### src/rtl/motor_drive_controller.sv
// Motor drive controller: turns the 4-bit steering command into ramped
// per-wheel duty cycles, drives the two H-bridge enable PWMs, and brakes
// immediately on a stop or undefined command.
module motor_drive_controller #(
  parameter int PWM_W     = 8,
  parameter int PWM_DIV   = 4,
  parameter int FULL_DUTY = 256,
  parameter int VEER_DUTY = 96,
  parameter int RAMP_DIV  = 50000,
  parameter int RAMP_STEP = 4,
  parameter int STOP_HOLD = 1250000
) (
  input  logic           clk,
  input  logic           rst,
  input  logic [3:0]     dir,
  output logic           pwm_l,
  output logic           pwm_r,
  output logic           brake,
  output logic [PWM_W:0] duty_l,
  output logic [PWM_W:0] duty_r,
  output logic           cmd_fault
);

  localparam int DW     = PWM_W + 1;
  localparam int DIV_W  = (PWM_DIV > 1) ? $clog2(PWM_DIV) : 1;
  localparam int RAMP_W = (RAMP_DIV > 1) ? $clog2(RAMP_DIV) : 1;
  localparam int HOLD_W = (STOP_HOLD > 0) ? $clog2(STOP_HOLD + 1) : 1;

  localparam logic [DW-1:0]     FULL     = DW'(FULL_DUTY);
  localparam logic [DW-1:0]     VEER     = DW'(VEER_DUTY);
  localparam logic [DW-1:0]     STEP     = DW'(RAMP_STEP);
  localparam logic [HOLD_W-1:0] HOLD_MAX = HOLD_W'(STOP_HOLD);
  localparam logic [RAMP_W-1:0] RAMP_END = RAMP_W'(RAMP_DIV - 1);
  localparam logic [DIV_W-1:0]  DIV_END  = DIV_W'(PWM_DIV - 1);

  typedef enum logic {ST_STOP, ST_RUN} state_t;

  state_t            r_state, w_state_nxt;
  logic [3:0]        r_cmd_q;
  logic              r_fault;
  logic [HOLD_W-1:0] r_hold_cnt, w_hold_nxt;
  logic [RAMP_W-1:0] r_ramp_cnt;
  logic [DIV_W-1:0]  r_div_cnt;
  logic [PWM_W-1:0]  r_pwm_cnt;
  logic [DW-1:0]     r_duty_l, r_duty_r, w_duty_l_nxt, w_duty_r_nxt;
  logic              r_brake, w_brake_nxt;
  logic              r_pwm_l, r_pwm_r;
  logic              w_ramp_tick, w_move, w_bad;
  logic [DW-1:0]     w_tgt_l, w_tgt_r;

  // Move one duty toward its target by at most STEP, never overshooting.
  function automatic logic [DW-1:0] f_ramp(input logic [DW-1:0] cur,
                                           input logic [DW-1:0] tgt);
    logic [DW-1:0] res;
    res = tgt;
    if (cur < tgt) begin
      if ((tgt - cur) > STEP) res = cur + STEP;
    end else if (cur > tgt) begin
      if ((cur - tgt) > STEP) res = cur - STEP;
    end
    return res;
  endfunction

  assign w_ramp_tick = (r_ramp_cnt == RAMP_END);

  // Decode the registered command into wheel targets and validity.
  always_comb begin
    w_move  = 1'b0;
    w_bad   = 1'b0;
    w_tgt_l = '0;
    w_tgt_r = '0;
    case (r_cmd_q)
      4'b0000: begin w_move = 1'b1; w_tgt_l = FULL; w_tgt_r = FULL; end
      4'b0101: begin w_move = 1'b1; w_tgt_l = VEER; w_tgt_r = FULL; end
      4'b1001: begin w_move = 1'b1; w_tgt_l = FULL; w_tgt_r = VEER; end
      4'b1111: ;
      default: w_bad = 1'b1;
    endcase
  end

  // State register.
  always_ff @(posedge clk or posedge rst) begin
    if (rst) r_state <= ST_STOP;
    else     r_state <= w_state_nxt;
  end

  // Next state, brake, hold counter and duty ramp.
  always_comb begin
    w_state_nxt  = r_state;
    w_hold_nxt   = r_hold_cnt;
    w_brake_nxt  = r_brake;
    w_duty_l_nxt = r_duty_l;
    w_duty_r_nxt = r_duty_r;
    case (r_state)
      ST_STOP: begin
        w_brake_nxt  = 1'b1;
        w_duty_l_nxt = '0;
        w_duty_r_nxt = '0;
        if (r_hold_cnt != HOLD_MAX) w_hold_nxt = r_hold_cnt + 1'b1;
        if ((r_hold_cnt == HOLD_MAX) && w_move) begin
          w_state_nxt = ST_RUN;
          w_brake_nxt = 1'b0;
        end
      end
      ST_RUN: begin
        w_brake_nxt = 1'b0;
        if (!w_move) begin
          // Stop wins over any coincident ramp tick: no ramp-down.
          w_state_nxt  = ST_STOP;
          w_brake_nxt  = 1'b1;
          w_duty_l_nxt = '0;
          w_duty_r_nxt = '0;
          w_hold_nxt   = '0;
        end else if (w_ramp_tick) begin
          w_duty_l_nxt = f_ramp(r_duty_l, w_tgt_l);
          w_duty_r_nxt = f_ramp(r_duty_r, w_tgt_r);
        end
      end
      default: w_state_nxt = ST_STOP;
    endcase
  end

  // Command capture, fault flag, counters, duties and PWM outputs.
  always_ff @(posedge clk or posedge rst) begin
    if (rst) begin
      r_cmd_q    <= 4'b1111;
      r_fault    <= 1'b0;
      r_hold_cnt <= '0;
      r_ramp_cnt <= '0;
      r_div_cnt  <= '0;
      r_pwm_cnt  <= '0;
      r_duty_l   <= '0;
      r_duty_r   <= '0;
      r_brake    <= 1'b1;
      r_pwm_l    <= 1'b0;
      r_pwm_r    <= 1'b0;
    end else begin
      r_cmd_q    <= dir;
      if (w_bad) r_fault <= 1'b1;
      r_hold_cnt <= w_hold_nxt;
      r_ramp_cnt <= w_ramp_tick ? '0 : r_ramp_cnt + 1'b1;
      if (r_div_cnt == DIV_END) begin
        r_div_cnt <= '0;
        r_pwm_cnt <= r_pwm_cnt + 1'b1;
      end else begin
        r_div_cnt <= r_div_cnt + 1'b1;
      end
      r_duty_l   <= w_duty_l_nxt;
      r_duty_r   <= w_duty_r_nxt;
      r_brake    <= w_brake_nxt;
      // Compare against the next duty so a stop also silences PWM on the same edge.
      r_pwm_l    <= !w_brake_nxt && ({1'b0, r_pwm_cnt} < w_duty_l_nxt);
      r_pwm_r    <= !w_brake_nxt && ({1'b0, r_pwm_cnt} < w_duty_r_nxt);
    end
  end

  assign pwm_l     = r_pwm_l;
  assign pwm_r     = r_pwm_r;
  assign brake     = r_brake;
  assign duty_l    = r_duty_l;
  assign duty_r    = r_duty_r;
  assign cmd_fault = r_fault;

endmodule

### config.mk
export PLATFORM = sky130hd
export DESIGN_NAME = motor_drive_controller
export DESIGN_NICKNAME = d
export VERILOG_FILES = /design/src/rtl/motor_drive_controller.sv
export SDC_FILE = /design/constraint.sdc
export NUM_CORES = 1
export LEC_CHECK = 0
export ABC_AREA = 1
export CAP_MARGIN = 20
export CORE_MARGIN = 5
export CORE_UTILIZATION = 65
export DETAILED_ROUTE_END_ITERATION = 16
export PLACE_DENSITY = 0.85
export SYNTH_ARGS = -nofsm -noshare
export SYNTH_HDL_FRONTEND = slang
export SYNTH_SLANG_ARGS = --single-unit
### constraint.sdc
create_clock -name clk -period 5.91 [get_ports clk]
set_clock_uncertainty 0.2 [all_clocks]
set_input_delay 0.591 -clock clk [delete_from_list [all_inputs] [get_ports clk]]
set_output_delay 0.591 -clock clk [all_outputs]
set_load 0.02 [all_outputs]
==> out/metrics.csv <==
stage,metric,value,unit
yosys,yosys.area_share.adder,9.03,%
layout,syn_to_final_growth,10.6,%
pwr,p_leak,2.96,nW
place,dp_hpwl,9270,um
layout,fin_area,5860,um2
floorplanning,core_area,8090,um2
route,ant_nets,0,
layout,layout-drive-gt1-share,12.1,%
yosys,synth_edf_count,0,
yosys,synth_area,5290,um2
yosys,synth-xor-area-share,5.60,%
route,wl_per_cell,15.0,um
layout,antenna-diode-count,0,
yosys,ys_types,56,
floorplanning,start_util,65.4,%
route,drtIter0Drc,412,
clocking,cts_setup_buffers,0,
layout,fin_nets,764,
route,drt-pass1-iter-count,5,
timing,max_freq,243,MHz
route,drc,0,
route,drt-total-wl,12400,um
layout,n_fill_cell,625,
yosys,synthCells,688,
clocking,cts_inserted_buffers,9,
yosys,seq_area_frac_synth,35.1,%
place,place_area,5660,um2
global_route,grt_start_max_net_pins,75,
yosys,synth_compound_area_share,11.1,%
yosys,synthMuxAreaShare,0.213,%
timing,rsz0062_at_grt,false,
timing,worst_slack,1.80,ns
route,viasPerCell,5.74,
timing,setup_viol,0,
clocking,clock-root-buffer,clkbuf_8,
floorplanning,io_pins,28,
floorplanning,die_x,100,um
timing,final-hold-violation-count,0,
yosys,synth-simple-area-share,29.6,%
clocking,htree_levels,3,
timing,slew_headroom,21.5,%
critical_path,cp-start-kind,register,
global_route,grt.total_usage,25.5,%
timing,worst_slew_pin_slew,1.17,ns
global_route,grt_overflow,0,
timing,final_max_slew_viol_count,0,
timing,fin_tns_setup,0,ns
floorplanning,die_y,100,um
yosys,yosysWarnings,0,
global_route,first_global_vias,4704,
clocking,clk_latency,0.35,ns
timing,period_share,69.6,%
route,via_count,4766,
yosys,syn-num-nets,731,
clocking,cts_tree,done,
run_status,status,"finished, final reports clean",
floorplanning,dieArea,10000,um2
yosys,async_flop_share,100,%
clocking,clock_path_buffers,2,
hold_path,hold_path.class,reg2reg,
critical_path,path_class,reg2reg,
pwr,powerDensity,168,nW/um2
place,dpl_worst_slack,1.86,ns
critical_path,path_max_fanout,6,
clocking,cts_sinks,74,
layout,multi_input_area,2940,um2
clocking,post_cts_resized,0,
place,io_buffers,27,
critical_path,critPathRequiredTime,5.99,ns
place,place.gp.congestion,0.924,
yosys,yosys_most_used_dff,dfrtp_1,
global_route,grt_pass1_wl,21000,um
clocking,cts_hold_buf,0,
flow_run,maxCapViolations,0,
yosys,synth_seq_cells,74,
critical_path,crit_path_end_kind,register,
yosys,syn_area_per_cell,7.69,um2
pwr,power.total,0.984,mW
global_route,antenna_found_initial,0,
floorplanning,row_count,33,
yosys,synth_top_family_by_area,simple AND/OR/NAND/NOR gates,
layout,regArea,1860,um2
pwr,ir_drop,129,uV
critical_path,cp_data_arrival_time,4.19,ns
timing,worst_hold_slack,0.253,ns
timing,post-route-min-period,4.11,ns
clocking,path_clk_slew,0.09,ns
## sequential cells by signal, indices dropped and copies added (netlist names)
signal      flops
brake           1
duty_r          9
pwm_l           1
cmd_fault       1
r_pwm_cnt       8
duty_l          9
r_ramp_cnt     16
r_cmd_q         4
r_hold_cnt     21
pwm_r           1
r_div_cnt       2
r_state         1
## layout by cell type (no fill, tap or decap), types with 17 or more instances in the layout
cell type,count
nand2_1,127
inv_1,96
nor2_1,69
dfrtp_1,69
nand3_1,43
ha_1,35
a21oi_1,29
o21ai_0,28
xor2_1,27
clkdlybuf4s50_1,27
nor3_1,22
nand4_1,18
inv_2,17
## routing by layer
| metal | up-vias | GRT usage, % | share of wire, % | routed length, um |
|---|---|---|---|---|
| met5 | - | 0 | 0 | 0 |
| met4 | 0 | 8.29 | 1.5 | 189 |
| met3 | 21 | 3.27 | 4.9 | 614 |
| met2 | 135 | 45.6 | 51 | 6310 |
| met1 | 2280 | 31.9 | 43 | 5330 |
| li1 | 2330 | - | - | - |
## synth_stat cells (3+ instances only)
cell,n,area share [%]
a31oi_1,8,0.95
inv_1,97,6.9
ha_1,35,8.3
nor2_1,69,4.9
buf_6,3,0.64
nand2_1,127,9.0
xnor2_1,5,0.83
clkinv_1,3,0.21
o21ai_0,28,2.6
dfstp_2,5,2.5
nor3_1,22,2.1
dfrtp_1,69,33
nand3_1,43,4.1
inv_2,16,1.1
o21ai_1,8,0.76
o21a_1,3,0.43
a21oi_1,29,2.7
nor2_2,8,0.95
nand4_1,18,2.1
nand2_4,3,0.64
nand2_2,7,0.83
xor2_1,27,4.5
nand3_2,6,1.1
nor4_1,4,0.47
a21o_1,3,0.43
nor2_4,4,0.85
## cell type report
class | count | share of cell area (%)
Multi-Input combinational cell | 490 | 50.2
Sequential cell | 74 | 31.7
Inverter | 118 | 7.65
Timing Repair Buffer | 28 | 4.74
Tap cell | 105 | 2.24
Clock buffer | 9 | 2.12
Clock inverter | 7 | 1.30
## worst max-delay path, stage by stage, from the launching register on
cell and delay (ns):
dfstp_2 0.57, nand3_2 0.15, inv_1 0.22, ha_1 0.20, inv_1 0.06, fa_1 0.38
or2_1 0.26, a21o_1 0.24, inv_1 0.13, nand2_2 0.12, inv_2 0.11, nor2_1 0.05
inv_1 0.05, a22oi_1 0.05, nor2_1 0.18, inv_1 0.07, ha_1 0.30, a21oi_1 0.16
nor2_1 0.07, a211oi_1 0.19, nor2_1 0.08, nor2_1 0.08, nand2_1 0.05, nor2_1 0.08
## path summary, 6_finish.rpt
check	endpoint	cells after the start	from	slack, ns
worst max-delay path	pwm_l$_DFF_PP0_	23	r_cmd_q[0]$_DFF_PP1_	1.80
max in group asynchronous	duty_l[5]$_DFF_PP0_	3	rst	4.26
worst min register to register	r_div_cnt[0]$_DFF_PP0_	1	r_div_cnt[0]$_DFF_PP0_	0.25
worst min-delay path	r_div_cnt[0]$_DFF_PP0_	1	r_div_cnt[0]$_DFF_PP0_	0.25
min in group asynchronous	r_hold_cnt[10]$_DFFE_PP0P_	3	rst	0.62
worst max register to register	pwm_l$_DFF_PP0_	23	r_cmd_q[0]$_DFF_PP1_	1.80
## cell families after synthesis
group | after synthesis
and+or+nand+nor | 323
AOI/OAI and AO/OA | 96
DFF | 74
xor gates and xnor gates | 33
buffers and inverters | 124
muxes | 1
adders and majority gates | 37
## metrics by stage
step | cells | utilization (%)
6_report | 831 | 72.4
5_1_grt | 831 | 72.4
4_1_cts | 831 | 72.4
3_5_place_dp | 815 | 69.9
3_3_place_gp | 815 | 69.9
2_1_floorplan | 688 | -
## power by group
part,switching (mW),internal (mW),total (mW)
Clock,0.202,0.199,0.401
Combinational,0.0500,0.0228,0.0728
Sequential,0.00137,0.508,0.510
(Power assumes the default switching activity.)
